File: config.mk
export PLATFORM = sky130hd
export DESIGN_NAME = bounce_counter_gen_flat
export DESIGN_NICKNAME = d
export VERILOG_FILES = /design/src/rtl/bounce_counter_gen_if.sv /design/src/rtl/bounce_counter_gen.sv /design/src/flat_wrapper.sv
export SDC_FILE = /design/constraint.sdc
export NUM_CORES = 1
export LEC_CHECK = 0
export ABC_CLOCK_PERIOD_IN_PS = 2100
export CAP_MARGIN = 5
export CORE_MARGIN = 2
export CORE_UTILIZATION = 40
export CTS_CLUSTER_DIAMETER = 150
export CTS_CLUSTER_SIZE = 20
export DETAILED_ROUTE_END_ITERATION = 8
export HOLD_SLACK_MARGIN = 0.08
export SLEW_MARGIN = 15
export SYNTH_ARGS = -nofsm -noshare
export SYNTH_HDL_FRONTEND = slang
export SYNTH_SLANG_ARGS = --single-unit
File: constraint.sdc
create_clock -name clk -period 2.1 [get_ports clk]
set_input_delay 0.21 -clock clk [delete_from_list [all_inputs] [get_ports clk]]
set_output_delay 0.21 -clock clk [all_outputs]
set_load 0.005 [all_outputs]
File: src/rtl/bounce_counter_gen_if.sv
// ---------------------------------------------------------------------------
// bounce_counter_gen_if
//   Control/status bundle for the LED pattern counter.
//   master : drives enable, mode, lo, hi, load, load_val; observes count,
//            dir, tick, turn (board controller / testbench side)
//   slave  : the counter itself
// ---------------------------------------------------------------------------
interface bounce_counter_gen_if #(
  parameter int WIDTH = 6
);
  logic             enable;
  logic [1:0]       mode;
  logic [WIDTH-1:0] lo;
  logic [WIDTH-1:0] hi;
  logic             load;
  logic [WIDTH-1:0] load_val;
  logic [WIDTH-1:0] count;
  logic             dir;
  logic             tick;
  logic             turn;

  modport master (
    output enable, mode, lo, hi, load, load_val,
    input  count, dir, tick, turn
  );

  modport slave (
    input  enable, mode, lo, hi, load, load_val,
    output count, dir, tick, turn
  );
endinterface

File: src/rtl/bounce_counter_gen.sv
// ---------------------------------------------------------------------------
// bounce_counter_gen
//   LED pattern counter. A WIDTH-bit count steps once every
//   2**PRESCALE_BITS enabled clock cycles, in bounce, wrap-up, wrap-down or
//   hold mode between inclusive lo/hi limits. The prescaler is only a clock
//   enable; everything runs on clk.
// Ports
//   clk  : system clock, posedge
//   rst  : asynchronous active-high reset
//   bus  : slave side of bounce_counter_gen_if
//          enable, mode, lo, hi, load, load_val in;
//          count, dir, tick, turn out (all registered)
// ---------------------------------------------------------------------------
module bounce_counter_gen #(
  parameter int WIDTH         = 6,
  parameter int PRESCALE_BITS = 22,
  parameter int INIT          = 3
) (
  input  logic                 clk,
  input  logic                 rst,
  bounce_counter_gen_if.slave  bus
);

  localparam logic [WIDTH-1:0]         INIT_VAL = WIDTH'(INIT);
  localparam logic [WIDTH-1:0]         CNT_ONE  = WIDTH'(1);
  localparam logic [PRESCALE_BITS-1:0] PS_ONE   = PRESCALE_BITS'(1);
  localparam logic [PRESCALE_BITS-1:0] PS_ZERO  = PRESCALE_BITS'(0);
  localparam logic [PRESCALE_BITS-1:0] PS_LAST  = {PRESCALE_BITS{1'b1}};

  typedef enum logic [1:0] {
    MODE_BOUNCE = 2'b00,
    MODE_UP     = 2'b01,
    MODE_DOWN   = 2'b10,
    MODE_HOLD   = 2'b11
  } mode_e;

  logic [PRESCALE_BITS-1:0] prescale_r;
  logic [WIDTH-1:0]         count_r;
  logic                     dir_r;
  logic                     tick_r;
  logic                     turn_r;

  logic                     step_s;
  logic [WIDTH-1:0]         next_count_s;
  logic                     next_dir_s;
  logic                     next_turn_s;
  mode_e                    mode_s;

  // A step happens on the enabled edge where the prescaler rolls over.
  assign step_s = bus.enable && (prescale_r == PS_LAST);
  assign mode_s = mode_e'(bus.mode);

  // Next count/dir/turn for a step; limits and mode only matter here.
  always_comb begin
    next_count_s = count_r;
    next_dir_s   = dir_r;
    next_turn_s  = 1'b0;
    if (bus.lo >= bus.hi) begin
      // Degenerate window: park on lo, keep direction.
      next_count_s = bus.lo;
    end else if (count_r > bus.hi) begin
      // Out-of-range recovery consumes the step.
      next_count_s = bus.hi;
    end else if (count_r < bus.lo) begin
      next_count_s = bus.lo;
    end else begin
      case (mode_s)
        MODE_BOUNCE: begin
          if (dir_r) begin
            if (count_r == bus.hi) begin
              // Reverse immediately so a limit is never held for two steps.
              next_dir_s   = 1'b0;
              next_count_s = bus.hi - CNT_ONE;
              next_turn_s  = 1'b1;
            end else begin
              next_count_s = count_r + CNT_ONE;
            end
          end else begin
            if (count_r == bus.lo) begin
              next_dir_s   = 1'b1;
              next_count_s = bus.lo + CNT_ONE;
              next_turn_s  = 1'b1;
            end else begin
              next_count_s = count_r - CNT_ONE;
            end
          end
        end
        MODE_UP: begin
          next_dir_s = 1'b1;
          if (count_r == bus.hi) begin
            next_count_s = bus.lo;
          end else begin
            next_count_s = count_r + CNT_ONE;
          end
        end
        MODE_DOWN: begin
          next_dir_s = 1'b0;
          if (count_r == bus.lo) begin
            next_count_s = bus.hi;
          end else begin
            next_count_s = count_r - CNT_ONE;
          end
        end
        MODE_HOLD: begin
          next_count_s = count_r;
        end
        default: begin
          next_count_s = count_r;
        end
      endcase
    end
  end

  // Prescaler, count, direction and the one-cycle tick/turn pulses.
  always_ff @(posedge clk or posedge rst) begin
    if (rst) begin
      prescale_r <= PS_ZERO;
      count_r    <= INIT_VAL;
      dir_r      <= 1'b1;
      tick_r     <= 1'b0;
      turn_r     <= 1'b0;
    end else if (bus.load) begin
      // Load wins over a coincident step and restarts the period.
      prescale_r <= PS_ZERO;
      count_r    <= bus.load_val;
      tick_r     <= 1'b0;
      turn_r     <= 1'b0;
    end else if (bus.enable) begin
      prescale_r <= prescale_r + PS_ONE;
      if (step_s) begin
        count_r <= next_count_s;
        dir_r   <= next_dir_s;
        tick_r  <= 1'b1;
        turn_r  <= next_turn_s;
      end else begin
        tick_r  <= 1'b0;
        turn_r  <= 1'b0;
      end
    end else begin
      tick_r <= 1'b0;
      turn_r <= 1'b0;
    end
  end

  assign bus.count = count_r;
  assign bus.dir   = dir_r;
  assign bus.tick  = tick_r;
  assign bus.turn  = turn_r;

endmodule

File: src/flat_wrapper.sv
// flat-port wrapper written by rule: the top's interface ports become plain ports
module bounce_counter_gen_flat 
#(
  parameter int WIDTH         = 6,
  parameter int PRESCALE_BITS = 22,
  parameter int INIT          = 3
)
  (clk, rst, bus_enable, bus_mode, bus_lo, bus_hi, bus_load, bus_load_val, bus_count, bus_dir, bus_tick, bus_turn);
  bounce_counter_gen_if #(.WIDTH(WIDTH)) bus_i ();
  input  logic clk;
  input  logic rst;
  input wire logic [$bits(bus_i.enable)-1:0] bus_enable;
  input wire logic [$bits(bus_i.mode)-1:0] bus_mode;
  input wire logic [$bits(bus_i.lo)-1:0] bus_lo;
  input wire logic [$bits(bus_i.hi)-1:0] bus_hi;
  input wire logic [$bits(bus_i.load)-1:0] bus_load;
  input wire logic [$bits(bus_i.load_val)-1:0] bus_load_val;
  output wire logic [$bits(bus_i.count)-1:0] bus_count;
  output wire logic [$bits(bus_i.dir)-1:0] bus_dir;
  output wire logic [$bits(bus_i.tick)-1:0] bus_tick;
  output wire logic [$bits(bus_i.turn)-1:0] bus_turn;
  assign bus_i.enable = bus_enable;
  assign bus_i.mode = bus_mode;
  assign bus_i.lo = bus_lo;
  assign bus_i.hi = bus_hi;
  assign bus_i.load = bus_load;
  assign bus_i.load_val = bus_load_val;
  assign bus_count = bus_i.count;
  assign bus_dir = bus_i.dir;
  assign bus_tick = bus_i.tick;
  assign bus_turn = bus_i.turn;
  bounce_counter_gen #(.WIDTH(WIDTH), .PRESCALE_BITS(PRESCALE_BITS), .INIT(INIT)) u_core (.clk(clk), .rst(rst), .bus(bus_i));
endmodule
Word level (Yosys, flattened, before mapping)
Index checks and enable logic that the tools add are counted.
- bits in registers: 31
- latch bits: 0
- memories: 0
- RAM bits: 0
- output and inout port bits: 9
- bits in read-only memories: 0
- divide/modulo/power cells: 0
- equality and inequality tests: 7
- muxes and demuxes: 30
- multiply operators: 0
- $lt $le $gt $ge: 3
- shift-type cells: 0
- bitwise logic cells: 4
- add/sub/neg operators: 5
- reduce and logical (&&, ||, !) cells: 7
- operators by type and width (operator ; number):
    2-to-1 mux 6 bit ; 11
    2-to-1 mux 22 bit ; 2
    adder 22 x 1 -> 22 bit, second input constant ; 1
    == test 22 bit, second input constant ; 1
    case mux 6 bit (3 select lines) ; 1
    2-to-1 mux 1 bit ; 15
    adder 6 x 1 -> 6 bit, second input constant ; 2
    == test 6 bit ; 2
    subtractor 6 x 1 -> 6 bit, second input constant ; 2
    AND reduction 7 bit ; 1
    >= comparator 6 bit ; 1
    > comparator 6 bit ; 1
    less-than comparator 6 bit ; 1
    != test 5 x 2 -> 1 bit, second input constant ; 1
    == test 2 bit, second input constant ; 2
    NOT 1 bit ; 4
    nonzero test 2 bit ; 2
    case mux 1 bit (3 select lines) ; 1
    AND reduction 3 bit ; 1
    nonzero test 3 bit ; 1
    == test 2 x 1 -> 1 bit, second input constant ; 1
    zero test 2 bit ; 1
    logical AND 1 bit ; 1

Depth between registers and ports, before layout
Gate-level depths: netlist of run 1.
- depth in word-level cells: 10
- gate-level depth with buffers: 11
- depth with buffers taken out: 9

Worst setup path after synthesis of run 1
OpenSTA, ideal clock, no wires.
- path kind: register -> register
- start point: register u_core.count_r[0], in the netlist u_core.bus.count[0]
- end point: register u_core.count_r[0], in the netlist u_core.bus.count[0]
- path slack: -0.275 ns
- arrival time: 2.289 ns
- required time: 2.014 ns
- clock period less this slack: 2.375 ns
- stages on the path, launching flop included: 11
- buffers on the path: 1
- cells stage by stage: dfstp_2 -> inv_1 -> ha_1 -> nand4_2 -> or2_1 -> buf_6 -> nand2_1 -> o211ai_1 -> and3_1 -> o311a_1 -> o31ai_2
- word-level cells in the longest chain between the ends: 10
- elaborated cells between the ends (all ways): 20
- RTL lines (what ; RTL line ; text):
    start: declaration ; bounce_counter_gen.sv:38 ; logic [WIDTH-1:0] count_r;
    start signal: assignment ; bounce_counter_gen.sv:125 ; count_r <= bus.load_val;
    start signal: assignment ; bounce_counter_gen.sv:131 ; count_r <= next_count_s;
    subtractor 6 x 1 -> 6 bit, or another cell as far along ; bounce_counter_gen.sv:84, bounce_counter_gen.sv:101 ;
    2-to-1 mux 6 bit, on equally long branches ; bounce_counter_gen.sv:79, bounce_counter_gen.sv:70 ;
    2-to-1 mux 6 bit ; bounce_counter_gen.sv:69 ; if (dir_r) begin
    case mux 6 bit (3 select lines) ; bounce_counter_gen.sv:67 ; case (mode_s)
    2-to-1 mux 6 bit ; bounce_counter_gen.sv:64 ; end else if (count_r < bus.lo) begin
    2-to-1 mux 6 bit ; bounce_counter_gen.sv:61 ; end else if (count_r > bus.hi) begin
    2-to-1 mux 6 bit ; bounce_counter_gen.sv:58 ; if (bus.lo >= bus.hi) begin
    2-to-1 mux 6 bit ; bounce_counter_gen.sv:130 ; if (step_s) begin
    2-to-1 mux 6 bit ; bounce_counter_gen.sv:128 ; end else if (bus.enable) begin
    2-to-1 mux 6 bit ; bounce_counter_gen.sv:122 ; end else if (bus.load) begin
Several ways; a longest one is shown, not always the timed one. The select of a mux whose other input is x is not followed.
A chain may end at the register's enable or synchronous reset.

Worst setup path in the final report of run 1
- start point: register u_core.count_r[1], in the netlist u_core.bus.count[1]
- end point: register u_core.count_r[0], in the netlist u_core.bus.count[0]
- word-level cells in the longest chain between the ends: 10
- elaborated cells between the ends (all ways): 18
- RTL lines (what ; RTL line):
    == test 6 bit, on equally long branches ; -
    2-to-1 mux 6 bit, on equally long branches ; bounce_counter_gen.sv:79, bounce_counter_gen.sv:70
    2-to-1 mux 6 bit ; bounce_counter_gen.sv:69
    case mux 6 bit (3 select lines) ; bounce_counter_gen.sv:67
    2-to-1 mux 6 bit ; bounce_counter_gen.sv:64
    2-to-1 mux 6 bit ; bounce_counter_gen.sv:61
    2-to-1 mux 6 bit ; bounce_counter_gen.sv:58
    2-to-1 mux 6 bit ; bounce_counter_gen.sv:130
    2-to-1 mux 6 bit ; bounce_counter_gen.sv:128
    2-to-1 mux 6 bit ; bounce_counter_gen.sv:122
Several ways; a longest one is shown, not always the timed one. The select of a mux whose other input is x is not followed.

==> results_dict.tcl, run 1 <==
set metrics [dict create \
    outcome "complete, but fails checks" \
    violations "setup timing" \
    fin_ws_ns -0.130 \
    layout_commonest_cell "buf_4" \
    p_switching_uw 818 \
    coreArea_um2 6790 \
    max_freq_mhz 449 \
    combPwrFrac 0.503 \
    start_util 0.413 \
    wl_per_cell_um 16.5 \
    min-delay-path-class "input port to asynchronous set/reset pin" \
    dr_wl_met3_um 583 \
    start_kind "flip-flop" \
    seq_area_frac_synth 0.278 \
    ys_types 61 \
    antenna_cells 0 \
    cp_slowest_cell "dfstp_2" \
    end_kind "flip-flop" \
    postSynthCellCount 328 \
    synth_top_family_by_area "compound AO/OA/AOI/OAI gates" \
    numCtsBuffers 5 \
    fin_nets 491 \
    vias 2992 \
    seqPwrFrac 0.300 \
    setup_viol 7 \
    critPathLaunch "u_core.bus.count[1]$_DFFE_PP1P_" \
    fp-row-count 30 \
    timing.rr.start "u_core.bus.count[1]$_DFFE_PP1P_" \
    power_mw 2.25 \
    cp_cell_sequence "ha_4 > and4_4 > nand3b_1 > a31o_4 > or4_1 > o211ai_1 > o31ai_4" \
    grt_usage 0.240 \
    highest_layer "met4" \
    cts_tree "built" \
    drt_iter0_drc 165 \
    die_h_um 87.8 \
    die_area_um2 7710 \
    hold_slack_ns 0.259 \
    syn-num-nets 380 \
    hold_violations 0 \
    first_pass_iters 5 \
    yosysWarnings 0 \
    critPathKind "flip-flop to flip-flop" \
    place_inst 524 \
    synth_seq_cells 31 \
    clock_insertion_delay_worst_skew_ns 0.28 \
    drv_slew 0 \
    ant_nets 0 \
    routed_wl_um 8850 \
    grt_pass1_vias 2889 \
    max_stage_delay_ns 0.64 \
    portBuffers 32 \
    drc 0 \
    async_flop_share 1.00 \
    crit_family "simple AND/OR/NAND/NOR gates" \
    p_per_area_nw_per_um2 536 \
    max_slew_margin 0.756 \
    p_sw_frac 0.363 \
    num_io_pins 33 \
    synth_area_um2 2810 \
    antenna_found_initial 0 \
    ys.flop_type "dfrtp_1" \
    syn_to_final_growth_pct 49.6 \
    design_area_um2 4200 \
    root_buffer "clkbuf_8" \
    die_w_um 87.8 \
    power_leakage_nw 1.78 \
    grt-ovfl-total 0 \
    cap_violations 0 \
    synth_compound_area_frac 0.236 \
    synth-xor-area-share 0.0936 \
    post-dp-hpwl_um 6860 \
    worst_pin_slew_ns 0.361 \
    drive_gt1_frac 0.330 \
    finalCriticalPeriod_ns 2.23 \
    grt_max_degree 21 \
    finClkSkew_ns 0.00208 \
    gp_congestion 0.932 \
    finalCritPeriodShare 1.06 \
    clockBufferDepth 2 \
    pwr-share-clk 0.197 \
    cp_num_buf_inv 0 \
    critPathRequiredTime_ns 2.31 \
    synth-adder-area-share 0.125 \
    synth_edf_count 0 \
    cts_sinks 31 \
    cts_hold_buf 0 \
    routed_via_density 5.58 \
    muxShareOfSynthArea 0.00357 \
    crit_arrival_ns 2.44 \
    p_int_mw 1.43 \
    cp_max_fo 4 \
    m1WireLength_um 4200 \
    avgSynthCellArea_um2 8.56 \
    place_area_um2 3840 \
    clk_pin_slew_ns 0.06 \
    htree_levels 2 \
    yosys.area_share.simple 0.215 \
    final_cell_count_no_fill 536 \
    wl_met2_um 3820 \
    grt_pass1_wl_um 14200 \
    ir_worst_vdd_uv 377 \
    place_ws_ns -0.565 \
    rsz0062_at_grt "true" \
    final_cell_mix "buf_4, nor2_1, clkdlybuf4s50_1" \
]
-- final timing paths --
kind | to | slack, ns | cells past startpoint
max reg2reg | u_core.bus.count[0]$_DFFE_PP1P_ | -0.13 | 7
max in group asynchronous | u_core.bus.count[1]$_DFFE_PP1P_ | 1.59 | 3
max | u_core.bus.count[0]$_DFFE_PP1P_ | -0.13 | 7
min in group clk | u_core.prescale_r[20]$_DFFE_PP0P_ | 0.54 | 2
min | u_core.prescale_r[1]$_DFFE_PP0P_ | 0.26 | 3
min reg2reg | u_core.prescale_r[20]$_DFFE_PP0P_ | 0.54 | 2
-- logic make-up after synthesis --
family | Yosys count
AO/OA/AOI/OAI | 91
adder cells (fa/ha/maj) | 28
AND/OR/NAND/NOR | 114
buffers and inverters | 33
XOR/XNOR | 30
multiplexers | 1
flip-flops | 31
-- synth_stat cells, types with 2 or more instances --
cell type   n  area (µm²)
and3_1      5        31.3
nand2b_1    2        12.5
nor3b_1     2        15.0
o21ai_1     4        20.0
o32ai_1     3        26.3
nand2_1    23        86.3
inv_1      21        78.8
buf_1       3        11.3
nand4_1     5        31.3
buf_6       2        22.5
o31ai_1     5        37.5
o211ai_1   12        90.1
o221ai_1    3        26.3
o21ai_0    10        50.1
a21oi_1    21         105
o22ai_1     2        12.5
nand4_2     2        25.0
or3_1       4        25.0
dfstp_2     3        78.8
ha_1       28         350
nor3_1      5        25.0
o22a_1      2        17.5
and2_1      2        12.5
a22oi_1     9        67.6
and4_1      2        17.5
dfrtp_1    28         701
xor2_1     17         149
a211oi_1    3        22.5
a31o_2      2        17.5
nor2_1     35         131
clkbuf_1    6        22.5
a21o_1      2        15.0
xnor2_1    13         114
nand3_1    13        65.1
or4_1       3        22.5
-- power by group through the flow --
stage | logic, mW | clock network (mW) | registers [mW]
3_3_place_gp | 0.948 | 0 | 0.675
4_1_cts | 1.07 | 0.469 | 0.674
2_1_floorplan | 0.496 | 0 | 0.682
3_5_place_dp | 0.962 | 0 | 0.674
6_report | 1.13 | 0.443 | 0.676
5_1_grt | 1.22 | 0.490 | 0.678
-- sequential cells by signal, indices dropped and copies added (netlist names) --
signal,cells
u_core.bus.tick,1
u_core.bus.turn,1
u_core.bus.count,6
u_core.bus.dir,1
u_core.prescale_r,22
-- worst reg2reg max path, delay by kind of cell, from the launching register on --
family | cells | cell delay, ns
fa+ha+maj | 1 | 0.16
flops | 1 | 0.64
simple gates | 3 | 0.83
compound gates | 3 | 0.54
-- final cells by class --
class,instances,area (µm²)
clock inverters,1,5.00
fillers,614,2590
multi-input cells,264,2170
clock buffers,7,76.3
inverters,21,81.3
well taps,96,120
flip-flops and latches,31,783
repair buffers,116,965
-- routing by layer --
layer | up-vias | global-route usage
met4 | 0 | 0.0769
met2 | 132 | 0.359
met5 | - | 0
li1 | 1431 | -
met1 | 1409 | 0.346
met3 | 20 | 0.0537
-- metrics by stage --
step / utilization / TNS [ns]
after floorplan: - / -0.121
after global placement: 0.565 / -3.69
after detailed placement: 0.565 / -4.15
after CTS: 0.610 / -0.259
after global routing: 0.618 / -0.958
final: 0.618 / -0.605
-- what timing repair did --
action                     in CTS  in global routing
cloned                          0                  0
gates resized for setup        37                 17
pin swaps                      19                  7
setup endpoints to repair       8                  7
setup buffers                   3                  2
Power figures use the tool's default switching activity.
==> inputs of run 2 (changes only) <==
--- a/config.mk
+++ b/config.mk
@@ -5,11 +5,10 @@
 export SDC_FILE = /design/constraint.sdc
 export NUM_CORES = 1
 export LEC_CHECK = 0
-export ABC_CLOCK_PERIOD_IN_PS = 2100
+export ABC_CLOCK_PERIOD_IN_PS = 2300
 export CAP_MARGIN = 5
 export CORE_MARGIN = 2
 export CORE_UTILIZATION = 40
-export CTS_CLUSTER_DIAMETER = 150
 export CTS_CLUSTER_SIZE = 20
 export DETAILED_ROUTE_END_ITERATION = 8
 export HOLD_SLACK_MARGIN = 0.08
==> constraint.sdc (replaced) <==
create_clock -name clk -period 2.3 [get_ports clk]
set_input_delay 0.23 -clock clk [delete_from_list [all_inputs] [get_ports clk]]
set_output_delay 0.23 -clock clk [all_outputs]
set_load 0.005 [all_outputs]
==> run 2 against run 1 <==
Effect of this change: the run now ends clean; flip-flop and latch count unchanged; non-clock buffer count down 14; die area unchanged; critical path depth increased by 2; sequential share of layout area grew 0.38 points; critical path type unchanged; critical endpoint unchanged.
==> results_dict.tcl, run 2 (same netlist as run 1, synthesis figures left out) <==
set metrics [dict create \
    outcome "finished clean" \
    worst_pin_slew_ns 0.451 \
    fin_nets 477 \
    post-dp-hpwl_um 6560 \
    place_ws_ns -0.444 \
    largest_reg_flops 22 \
    grt-ovfl-total 0 \
    cp_num_buf_inv 1 \
    p_switching_uw 735 \
    cp_cell_sequence "inv_4 > ha_4 > nand4_2 > or2_4 > nand2_2 > o211ai_1 > and3_1 > o311a_1 > o31ai_2" \
    crit_arrival_ns 2.46 \
    design_area_um2 4110 \
    numCtsBuffers 5 \
    clockBufferDepth 2 \
    p_per_area_nw_per_um2 524 \
    pwr-share-clk 0.259 \
    seqPwrFrac 0.286 \
    start_kind "flip-flop" \
    hold_violations 0 \
    end_kind "flip-flop" \
    ir_worst_vdd_uv 430 \
    grt_pass1_vias 2787 \
    finClkSkew_ns 0.00696 \
    p_int_mw 1.42 \
    place_area_um2 3670 \
    rsz0062_at_grt "true" \
    routed_wl_um 8420 \
    place_inst 509 \
    num_io_pins 33 \
    cts_hold_buf 0 \
    p_sw_frac 0.341 \
    final_cell_count_no_fill 522 \
    clk_pin_slew_ns 0.06 \
    drc 0 \
    vias 2868 \
    antenna_found_initial 0 \
    max_freq_mhz 443 \
    hold_slack_ns 0.322 \
    portBuffers 32 \
    start_util 0.413 \
    htree_levels 2 \
    routed_via_density 5.49 \
    wl_per_cell_um 16.1 \
    power_leakage_nw 1.76 \
    setup_viol 0 \
    cp_max_fo 7 \
    grt_usage 0.225 \
    coreArea_um2 6790 \
    top_register "u_core.prescale_r" \
    first_pass_iters 4 \
    cap_violations 0 \
    grt_pass1_wl_um 13600 \
    cp_slowest_cell "dfstp_2" \
    gp_congestion 0.940 \
    die_w_um 87.8 \
    grt_max_degree 32 \
    fp-row-count 30 \
    die_area_um2 7710 \
    drt_iter0_drc 196 \
    drive_gt1_frac 0.305 \
    clock_insertion_delay_worst_skew_ns 0.28 \
    crit_family "simple AND/OR/NAND/NOR gates" \
    layout_commonest_cell "buf_4" \
    root_buffer "clkbuf_8" \
    critPathKind "flip-flop to flip-flop" \
    finalCritPeriodShare 0.982 \
    min-delay-path-class "input port to asynchronous set/reset pin" \
    finalCriticalPeriod_ns 2.26 \
    final_cell_mix "buf_4, nor2_1, clkdlybuf4s50_1" \
    combPwrFrac 0.455 \
    die_h_um 87.8 \
    ant_nets 0 \
    cts_sinks 31 \
    drv_slew 0 \
    max_slew_margin 0.697 \
    cts_tree "built" \
    power_mw 2.15 \
    fin_ws_ns 0.0421 \
    max_stage_delay_ns 0.56 \
    syn_to_final_growth_pct 46.3 \
    antenna_cells 0 \
    critPathRequiredTime_ns 2.50 \
]
==> run 2: cell types whose count changed in the layout (fill, tap and decap cells not counted), moves of 2 or more <==
cell	before	now
inv_2	3	5
inv_1	17	15
o21ai_0	5	7
dlymetal6s2s_1	0	5
buf_4	81	65
o32ai_1	1	3
dlygate4sd2_1	5	0
buf_6	2	5
o32ai_2	2	0
o21ai_1	9	6
clkbuf_1	2	0
==> run 2: power by group through the flow <==
stage	Combinational [mW]	Sequential [mW]	Clock, mW
after floorplan	0.425	0.622	0
after global placement	0.810	0.614	0
after detailed placement	0.817	0.614	0
after CTS	0.874	0.607	0.572
after global routing	1.07	0.617	0.589
final	0.979	0.615	0.558
==> run 2: path summary, 6_finish.rpt <==
kind                                                   startpoint                                 to  slack, ns  cells past startpoint
worst max-delay path              u_core.bus.count[0]$_DFFE_PP1P_    u_core.bus.count[0]$_DFFE_PP1P_       0.04                      9
max in group asynchronous                                     rst    u_core.bus.count[0]$_DFFE_PP1P_       1.66                      3
worst max register to register    u_core.bus.count[0]$_DFFE_PP1P_    u_core.bus.count[0]$_DFFE_PP1P_       0.04                      9
worst min register to register  u_core.prescale_r[18]$_DFFE_PP0P_  u_core.prescale_r[18]$_DFFE_PP0P_       0.55                      2
worst min-delay path                                          rst   u_core.prescale_r[5]$_DFFE_PP0P_       0.32                      3
min in group clk                                        bus_hi[5]    u_core.bus.count[5]$_DFFE_PP0P_       0.47                      4
==> run 2: timing repair <==
| action | 4_1_cts | 5_1_grt |
|---|---|---|
| endpoints found under the setup margin | 7 | 8 |
| endpoints found under the hold margin | 0 | 0 |
| setup buffers | 5 | 1 |
| pin swaps | 10 | 25 |
| gates resized for setup | 13 | 45 |
==> run 2: metal layers <==
layer / part of all wire / vias to the layer above / global-route usage / wire [µm]
met5: 0 / - / 0 / 0
met4: 0.011 / 0 / 0.0364 / 96
met3: 0.054 / 8 / 0.0443 / 455
met2: 0.46 / 81 / 0.352 / 3830
met1: 0.48 / 1374 / 0.328 / 4040
li1: - / 1405 / - / -
==> run 2: worst min-delay path, delay by kind of cell <==
kind / cells / cell delay [ns]
buffers and inverters: 3 / 0.79
==> run 2: layout make-up <==
cell class	count	area [µm²]
Tap cell	96	120
Fill cell	610	2690
Clock inverter	2	35.0
Clock buffer	6	82.6
Sequential cell	31	782
Multi-Input combinational cell	264	2130
Timing Repair Buffer	102	877
Inverter	21	81.3
==> run 2: metrics by stage <==
step | utilization | setup TNS, ns
4_1_cts | 0.576 | 0
6_report | 0.605 | 0
3_5_place_dp | 0.541 | -3.10
3_3_place_gp | 0.541 | -2.38
5_1_grt | 0.605 | -0.182
2_1_floorplan | - | 0
==> inputs of run 3 (changes only) <==
--- a/config.mk
+++ b/config.mk
@@ -7,11 +7,12 @@
 export LEC_CHECK = 0
 export ABC_CLOCK_PERIOD_IN_PS = 2300
 export CAP_MARGIN = 5
-export CORE_MARGIN = 2
+export CORE_MARGIN = 4
 export CORE_UTILIZATION = 40
 export CTS_CLUSTER_SIZE = 20
 export DETAILED_ROUTE_END_ITERATION = 8
 export HOLD_SLACK_MARGIN = 0.08
+export REMOVE_ABC_BUFFERS = 1
 export SLEW_MARGIN = 15
 export SYNTH_ARGS = -nofsm -noshare
 export SYNTH_HDL_FRONTEND = slang
==> run 3 against run 2 <==
Effect of this change: sequential share of layout area fell by 0.27 points; hold slack got worse by 0.070 ns; first-iteration DRC count fell by 24%; total power fell by 4.6%; critical path depth rose by 1; largest power group unchanged; worst setup slack improved by 0.011 ns.
==> results_dict.tcl, run 3 (same netlist as run 1, synthesis figures left out) <==
set metrics [dict create \
    cts_sinks 31 \
    die_w_um 91.8 \
    grt-ovfl-total 0 \
    rr_worst_depth 10 \
    htree_levels 2 \
    gp_congestion 0.920 \
    numCtsBuffers 5 \
    cts_hold_buf 0 \
    hold_violations 0 \
    syn_to_final_growth_pct 48.5 \
    fp-row-count 30 \
    place_inst 516 \
    wl_per_cell_um 16.9 \
    ant_nets 0 \
    routed_wl_um 8870 \
    grt_pass1_wl_um 13700 \
    coreArea_um2 6790 \
    clockBufferDepth 2 \
    p_per_area_nw_per_um2 493 \
    grt_max_degree 29 \
    post-dp-hpwl_um 6910 \
    final_cell_count_no_fill 524 \
    start_util 0.413 \
    finalCritPeriodShare 0.977 \
    cp_max_fo 4 \
    finalCriticalPeriod_ns 2.25 \
    start_kind "flip-flop" \
    r2r_slack_ns 0.05 \
    fin_nets 480 \
    first_pass_iters 4 \
    portBuffers 32 \
    drc 0 \
    final_cell_mix "buf_4, nor2_1, clkdlybuf4s50_1" \
    clk_pin_slew_ns 0.07 \
    num_io_pins 33 \
    layout_commonest_cell "buf_4" \
    root_buffer "clkbuf_8" \
    end_kind "flip-flop" \
    grt_usage 0.205 \
    vias 2803 \
    drv_slew 0 \
    top_register "u_core.prescale_r" \
    routed_via_density 5.35 \
    die_h_um 91.8 \
    min-delay-path-class "input port to asynchronous set/reset pin" \
    place_ws_ns -0.408 \
    finalSetupTns_ns 0 \
    setup_viol 0 \
    clock_insertion_delay_worst_skew_ns 0.28 \
    cap_violations 0 \
    max_slew_margin 0.695 \
    r2r-end "u_core.bus.count[0]$_DFFE_PP1P_" \
    ir_worst_vdd_uv 197 \
    fin_ws_ns 0.0533 \
    place_area_um2 3740 \
    critPathKind "flip-flop to flip-flop" \
    hold_slack_ns 0.252 \
    critPathRequiredTime_ns 2.50 \
    timing.rr.start "u_core.bus.count[0]$_DFFE_PP1P_" \
    finClkSkew_ns 0.00994 \
    antenna_found_initial 0 \
    max_freq_mhz 445 \
    outcome "finished clean" \
    die_area_um2 8420 \
    design_area_um2 4170 \
    power_leakage_nw 1.77 \
    drive_gt1_frac 0.329 \
    cts_tree "built" \
    largest_reg_flops 22 \
    worst_pin_slew_ns 0.454 \
    crit_arrival_ns 2.45 \
    drt_iter0_drc 149 \
    antenna_cells 0 \
    grt_pass1_vias 2707 \
]
[run 3: cell count changes in the layout (fill, tap and decap cells not counted), moves of 2 or more]
cell     previous run  this run
o32ai_2             0         4
o21ai_0             7         9
buf_6               5         1
o32ai_1             3         0
buf_4              65        71
ha_1               20        17
ha_4                8        10
[run 3: how the worst max path moves through the flow]
stage                                 endpoint                            start  depth (start not counted)  slack, ns
6_report       u_core.bus.count[0]$_DFFE_PP1P_  u_core.bus.count[0]$_DFFE_PP1P_                         10       0.05
5_1_grt        u_core.bus.count[3]$_DFFE_PP0P_                        bus_hi[4]                         11      -0.03
4_1_cts        u_core.bus.count[0]$_DFFE_PP1P_  u_core.bus.count[0]$_DFFE_PP1P_                         10     -0.002
3_5_place_dp   u_core.bus.count[3]$_DFFE_PP0P_                      bus_mode[0]                         12      -0.41
3_3_place_gp   u_core.bus.count[3]$_DFFE_PP0P_                      bus_mode[0]                         12      -0.40
2_1_floorplan  u_core.bus.count[0]$_DFFE_PP1P_  u_core.bus.count[0]$_DFFE_PP1P_                          9      -0.08
[run 3: report_power, final]
part | internal (mW) | switching, mW
logic | 0.506 | 0.496
registers | 0.574 | 0.0473
clock network | 0.234 | 0.196
[run 3: layout make-up]
| class | instances | area [µm²] |
|---|---|---|
| sequential | 31 | 782 |
| clock inverter | 1 | 5.00 |
| multi-input combinational | 264 | 2200 |
| inverter | 21 | 81.3 |
| tap | 96 | 120 |
| timing repair buffer | 105 | 895 |
| clock buffer | 6 | 82.6 |
| fill | 578 | 2630 |
[run 3: repair_timing]
item,CTS,global route
pin swaps,9,26
setup endpoints to repair,7,8
resized for setup,9,55
hold endpoints to repair,0,0
gates cloned,0,0
setup buffers,1,1
[run 3: per-layer routing]
metal  vias up  wire length, µm  global-route usage
met5         -                0                   0
met3        18              366              0.0295
met4         0              233              0.0594
met1      1304             4120               0.283
met2        76             4150               0.333
li1       1405                -                   -
[run 3: worst max-delay path, stage by stage (launching register included)]
cell,delay [ns]
dfstp_2,0.56
inv_4,0.05
buf_4,0.16
ha_4,0.28
nand2_4,0.06
nor2_4,0.16
buf_6,0.14
a31o_2,0.15
a211oi_1,0.04
o311a_1,0.32
o31ai_2,0.24
[run 3: through the flow]
stage / utilization / power, mW
final: 0.614 / 2.05
after global routing: 0.614 / 2.17
after CTS: 0.568 / 1.91
after detailed placement: 0.550 / 1.45
after global placement: 0.550 / 1.44
after floorplan: - / 1.03
